$ cat src/rtl/cfg_lut_mux.sv
// rtl/cfg_lut_mux.sv - runtime-reprogrammable K-input truth-table function generator
module cfg_lut_mux #(
   parameter int                K    = 4,
   parameter logic [(1<<K)-1:0] INIT = '0
) (
   input  logic         clk,
   input  logic         rst,
   input  logic [K-1:0] x,
   input  logic         in_valid,
   output logic         f,
   output logic         out_valid,
   input  logic         cfg_start,
   input  logic         cfg_valid,
   input  logic         cfg_bit,
   output logic         cfg_busy,
   output logic         cfg_done
);

   localparam int         N    = 1 << K;
   localparam logic [K:0] LAST = (K+1)'(N - 1);
   localparam logic [K:0] ONE  = (K+1)'(1);

   localparam logic [0:0] IDLE = 1'b0;
   localparam logic [0:0] LOAD = 1'b1;

   logic [0:0]   state;
   logic [K:0]   count;
   logic [N-1:0] shadow;
   logic [N-1:0] active;
   logic [N-1:0] commit_table;
   logic         accept;
   logic         commit;
   logic         f_q;
   logic         out_valid_q;
   logic         done_q;

   // A bit is taken only while loading and only when no restart is requested.
   assign accept = (state == LOAD) && !cfg_start && cfg_valid;
   assign commit = accept && (count == LAST);

   // The final bit goes straight into the committed table, bypassing the shadow.
   always_comb begin
      commit_table         = shadow;
      commit_table[N-1]    = cfg_bit;
   end

   // Registered evaluation; reads the active table as it stood before this edge.
   always_ff @(posedge clk) begin
      if (rst) begin
         f_q         <= 1'b0;
         out_valid_q <= 1'b0;
      end else begin
         out_valid_q <= in_valid;
         if (in_valid) begin
            f_q <= active[x];
         end
      end
   end

   // Load sequencer: collects serial bits into the shadow, commits atomically on the last one.
   always_ff @(posedge clk) begin
      if (rst) begin
         state  <= IDLE;
         count  <= '0;
         shadow <= '0;
         active <= INIT;
         done_q <= 1'b0;
      end else begin
         done_q <= 1'b0;
         case (state)
            IDLE: begin
               if (cfg_start) begin
                  state <= LOAD;
                  count <= '0;
               end
            end
            LOAD: begin
               if (cfg_start) begin
                  count <= '0;
               end else if (cfg_valid) begin
                  if (commit) begin
                     active <= commit_table;
                     count  <= '0;
                     state  <= IDLE;
                     done_q <= 1'b1;
                  end else begin
                     shadow[count[K-1:0]] <= cfg_bit;
                     count                <= count + ONE;
                  end
               end
            end
            default: begin
               state <= IDLE;
               count <= '0;
            end
         endcase
      end
   end

   assign f         = f_q;
   assign out_valid = out_valid_q;
   assign cfg_busy  = (state == LOAD);
   assign cfg_done  = done_q;

endmodule

$ cat config.mk
export PLATFORM = sky130hd
export DESIGN_NAME = cfg_lut_mux
export DESIGN_NICKNAME = d
export VERILOG_FILES = /design/src/rtl/cfg_lut_mux.sv
export SDC_FILE = /design/constraint.sdc
export NUM_CORES = 1
export LEC_CHECK = 0
export BUFFER_PORTS_ARGS = -buffer_cell sky130_fd_sc_hd__buf_2
export CORE_MARGIN = 3
export CORE_UTILIZATION = 55
export DETAILED_ROUTE_END_ITERATION = 16
export GPL_ROUTABILITY_DRIVEN = 0
export HOLD_SLACK_MARGIN = 0.02
export PLACE_DENSITY = 0.75
export SYNTH_ARGS = -nofsm -noshare
export SYNTH_HDL_FRONTEND = slang
export SYNTH_SLANG_ARGS = --single-unit
$ cat constraint.sdc
create_clock -name clk -period 2.2 [get_ports clk]
set_input_delay 0.22 -clock clk [delete_from_list [all_inputs] [get_ports clk]]
set_output_delay 0.22 -clock clk [all_outputs]
set_load 0.05 [all_outputs]
# Yosys cells after proc, flatten, opt, wreduce, memory -nomap -nowiden
# Index checks and enable logic that the tools add are counted.
[word_totals]
input_bits = 10
ramBits = 0
regBits = 41
latch_bits = 0
mem_count = 0
elab_cells = 43
output_inout_bits = 4
rom_bits = 0
[op_classes]
n_mux = 16
n_shift = 0
reduce_logical = 9
eq_ne = 3
order_cmp = 3
n_bitwise = 4
addsub = 1
div = 0
n_mul = 0
[op_table]
columns = ["op", "n"]
rows = [
  ["$mux 5", 4],
  ["$bwmux 16", 1],
  ["$lt 4x5->1 const B", 2],
  ["$pmux 5 s2", 1],
  ["$reduce_and 4->1", 2],
  ["$mux 1", 7],
  ["$add 5x1->5 const B", 1],
  ["$eq 5x4->1 const B", 1],
  ["$bmux 1 s4", 1],
  ["$demux 1 s4", 1],
  ["$ge 4x1->1 const B", 1],
  ["$logic_and 1x1->1", 4],
  ["$not 1->1", 4],
  ["$reduce_or 4->1", 1],
  ["$ne 3x3->1 const B", 1],
  ["$ne 2x2->1 const B", 1],
  ["$pmux 1 s2", 1],
  ["$reduce_and 2->1", 1],
  ["$logic_not 1->1", 1],
]

# Depth between registers and ports, before layout
[logic_depth]
ltp_word = 8
mapped_depth = 6

# Worst setup path before layout
# Ideal clock, no wire load.
[synth_timing]
kind = "reg-to-reg"
startpoint = "register state (netlist: cfg_busy)"
endpoint = "register active[10]"
path_slack_ns = 0.390
synth_period_minus_slack_ns = 1.810
required_ns = 2.083
t_arrival_ns = 1.693
stages_incl_launch_ff = 7
path_cell_list = "dfxtp_1 -> buf_2 -> nand2_2 -> nor3_1 -> nor2_2 -> buf_6 -> a22o_2"
[synth_between]
elab_chain_cells = 4
[synth_rtl]
columns = ["element", "line", "rtl"]
rows = [
  ["start, declared", "26", "logic [0:0] state;"],
  ["start signal, assigned", "63", "state <= IDLE;"],
  ["start signal, assigned", "73", "state <= LOAD;"],
  ["start signal, assigned", "84", "state <= IDLE;"],
  ["$logic_and 1x1->1 (2 in series)", "38", "assign accept = (state == LOAD) && !cfg_start && cfg_valid;"],
  ["$logic_and 1x1->1", "39", "assign commit = accept && (count == LAST);"],
  ["$reduce_and 4->1 (no line) (*)", "--", ""],
  ["end signal, assigned", "82", "active <= commit_table;"],
  ["end, declared", "29", "logic [N-1:0] active;"],
]
# Mark *: on every way between the ends. The rest lies on a longest branch, timed or not.
# A chain may end at the register's enable or synchronous reset.

# Worst setup path in the final report
[layout_timing]
startpoint = "register count[0]"
endpoint = "register active[12]"
[layout_between]
elab_chain_cells = 3
[layout_rtl]
columns = ["element", "line", "rtl"]
rows = [
  ["start, declared", "27", "logic [K:0] count;"],
  ["start signal, assigned", "88", "count <= count + ONE;"],
  ["$eq 5x4->1", "39", ""],
  ["$logic_and 1x1->1", "39", ""],
  ["$reduce_and 4->1 (no line)", "--", ""],
]
# Every way passes these cells.

==> results.md <==
* Xor and xnor fraction of the mapped netlist area at 0.506%
* Leading post-synthesis cells by cell area: dfxtp_1, mux2i_1, a22o_2, nor2_1, a22o_1
* Maximum number of buffers from clock root to sink at 2
* Number of endpoints failing setup at the final stage at 0
* Number of synthesized register bits at 40
* Post-route cell area at 1860 sq um
* Cell accounting for the most synthesized area: dfxtp_1
* Primary FF master, synth: dfxtp_1
* Worst Skew at 16.2 ps
* Max VDD drop at 0.506 mV
* Number of sinks on the clock net at 40
* Part of the Yosys area used for sequential elements at 46.3%
* Type of the setup path with the least slack: register to register
* Library cell with the highest instance count after synthesis: dfxtp_1
* PnR Total Power at 1330 uW
* Post-Synthesis Net Count at 189
* Detailed-route via count at 1330
* Beginning of the critical path: count[0]$_SDFFE_PP0P_
* Number of placement rows at 19
* Unrepaired setup endpoints after global routing: false
* Top cells by instance count after synthesis: dfxtp_1, nor2_1, mux2i_1
* Crit path buf inv count at 0
* Count of warnings emitted by yosys at 0
* Placeable core area at 2880 sq um
* Detailed-route vias per instance at 5.86
* PortBufs at 13
* Detailed-router iteration count before antenna repair at 4
* Worst relative slew slack at 53.5%
* Net switching power of the design at 307 uW
* Syn-to-layout area delta at 7.59%
* Count of nets after finishing at 198
* Combinational share of power at 5.5%
* Max-slew violation total from the final report at 0
* Number of top-level pins at 14
* Die area at 3860 sq um
* Largest stage delay on the critical path at 540 ps
* Syn Std Cell Area at 1730 sq um
* Global-route usage over all layers at 20.2%
* Sum of negative setup slack at 0 ps
* Hold WS at 131 ps
* Largest fanout of any net on the critical path at 17
* Clk Tree Root Cell: clkbuf_4
* Startpoint Class: register
* Number of fillers in the final layout at 240
* Slowest cell on crit path: nor2_2
* Post-synth EDFFs at 0
* Proportion of total power due to net switching at 23.1%
* Actual slew at the worst max-slew pin at 697 ps
* H-tree depth at 2
* Share of synthesized area spent on multiplexers at 10.1%
* R2r startpoint: count[0]$_SDFFE_PP0P_
* HPWL after detailed placement at 2460 microns
* # Post-CTS Setup Buffers at 0
* Vertical die dimension at 62.1 microns
* Die outline width at 62.1 microns
* Mean instance size in the synthesized netlist at 9.89 sq um
* Via count of the first global-routing pass at 1265
* Share of flip-flops with an asynchronous set or reset after synthesis at 0%
* Cell-by-cell trace of the critical path: ha_1, nand4b_1, nor3_1, nor2_2, a22o_2
* Gate family responsible for the most delay along the worst path: simple AND/OR/NAND/NOR gates
* Synth Area in Simple Gates at 19.2%
* Data arrival time of the worst path at 2080 ps
* Number of violations of the max-capacitance limit at 0
* Leakage dissipation at 0.000678 uW
* TritonCTS Buffers at 5
* Fraction of layout instances using a drive strength above 1 at 18.9%
* Worst hold path type: input pin to register
* Post-Synth Adder-Cell Area at 2.89%
* Number of antenna violations at the first check in global routing at 0
* Cell count after synthesis at 175
* Min cycle time layout at 1770 ps
* Ant diodes at 0
* Starting DRT DRC Count at 47
* TritonCTS clock tree: built
* Critical Path Sink Type: register
* Largest net degree at the start of global routing at 20
* Quantity of hold-fixing buffers added after cts at 0
* Max Freq at 563 MHz
* Global-route wire length before repair at 5590 microns
* Period utilization at 80.7%
* Launch instance of the worst min-delay path: in_valid
* Yosys top cell area share at 46.3%
* Final routed DRC violation total at 0
* Cell variety after synth at 31
* Number of hold violations in the final report at 0
* Initial Utilization at 60.2%
* Aggregate global routing overflow at 0
* Insertion delay to the later sink of the worst-skew pair at 360 ps
* Post-Route WL at 3450 microns
* Result of the run: finished clean
* Cell area reported after detailed placement at 1770 sq um
* Ratio of total power to cell area at 714 nW/um^2
* Antenna viol nets, final at 0
* Detail-routed net length per standard cell at 15.2 microns
* Sequential Power Share at 55.1%
* Number of cells upsized or downsized after cts at 0
* Clock transition at the registers of the reported paths at 130 ps
* Design internal power at 1020 uW
* Critical path data required time at 2500 ps
* Fraction of power consumed by the clock network at 39.4%
* Compound-gate portion of the synthesized area at 15.7%
* Dominant combinational cell family by area after synthesis: simple AND/OR/NAND/NOR gates
==> routing by layer <==
layer  share of wire (%)  wire length (microns)  GRT usage [%]
met2                  48                   1640           33.4
met4                 1.7                     57           8.18
met1                  45                   1550           24.3
met3                 6.0                    207           6.20
met5                   0                      0              0
==> power by group through the flow <==
| stage | sequential (uW) | clock (uW) | combinational (uW) |
|---|---|---|---|
| after floorplan | 758 | 0 | 45.8 |
| after global placement | 749 | 0 | 69.7 |
| after detailed placement | 749 | 0 | 72.6 |
| after CTS | 733 | 525 | 72.6 |
| after global routing | 734 | 555 | 78.5 |
| final | 733 | 523 | 72.9 |
==> area by class of cell <==
| class | instances | area (sq um) | share of cell area (%) |
|---|---|---|---|
| Clock inverter | 2 | 38.8 | 2.08 |
| Multi-Input combinational cell | 120 | 838 | 45.0 |
| Timing Repair Buffer | 13 | 65.1 | 3.49 |
| Inverter | 4 | 15.0 | 0.806 |
| Tap cell | 42 | 52.6 | 2.82 |
| Sequential cell | 40 | 801 | 43.0 |
| Clock buffer | 6 | 51.3 | 2.76 |
==> metrics by stage <==
step                      util, %  cells  setup slack [ps]
after floorplan                 -    175               390
after global placement       61.6    219               583
after detailed placement     61.6    219               467
after CTS                    64.7    227               439
after global routing         64.7    227               339
final                        64.7    227               425
==> state kept, by name, indices dropped and copies added (netlist names) <==
register   flops
active        16
shadow        15
cfg_busy       1
out_valid      1
count          5
cfg_done       1
f              1
==> tightest hold or removal path, stage by stage <==
cell	delay, ps
buf_2	90
nor2_1	40
nand2_1	60
nand3_1	50
==> worst paths after layout <==
| path | to | slack (ps) | cells past startpoint |
|---|---|---|---|
| max | active[12]$_SDFFE_PP0P_ | 430 | 5 |
| min | f$_SDFFE_PP0P_ | 130 | 4 |
| max reg2reg | active[12]$_SDFFE_PP0P_ | 430 | 5 |
| min reg2reg | f$_SDFFE_PP0P_ | 470 | 2 |
==> kinds of logic (layout without fill, tap and decap cells) <==
kind of cell	count (synthesis)	in the layout
AND/OR/NAND/NOR	63	63
flip-flops	40	40
AO/OA/AOI/OAI	37	37
multiplexers	15	15
buffers and inverters	15	25
adder cells (fa/ha/maj)	4	4
XOR/XNOR	1	1
==> cells in the final DEF, fill, tap and decap left out <==
cell type	n
o21ai_0	6
clkbuf_4	5
nand2_2	1
nand2_1	9
nand2b_1	6
nor3_1	7
nor2_1	20
nor3b_1	1
nor3_4	1
nor4_1	4
a22o_2	9
nand4b_1	4
inv_1	4
or3_1	1
nor2_2	1
clkinv_4	1
ha_1	4
o21a_1	1
mux2i_1	13
xor2_1	1
and4b_1	1
bufinv_16	1
clkbuf_8	1
nand3_1	4
a22oi_1	2
a21oi_1	10
dfxtp_1	40
nor2b_1	2
o2111ai_1	2
a22o_1	7
mux4_2	2
buf_2	13
or2_1	1
(Power assumes the default switching activity.)
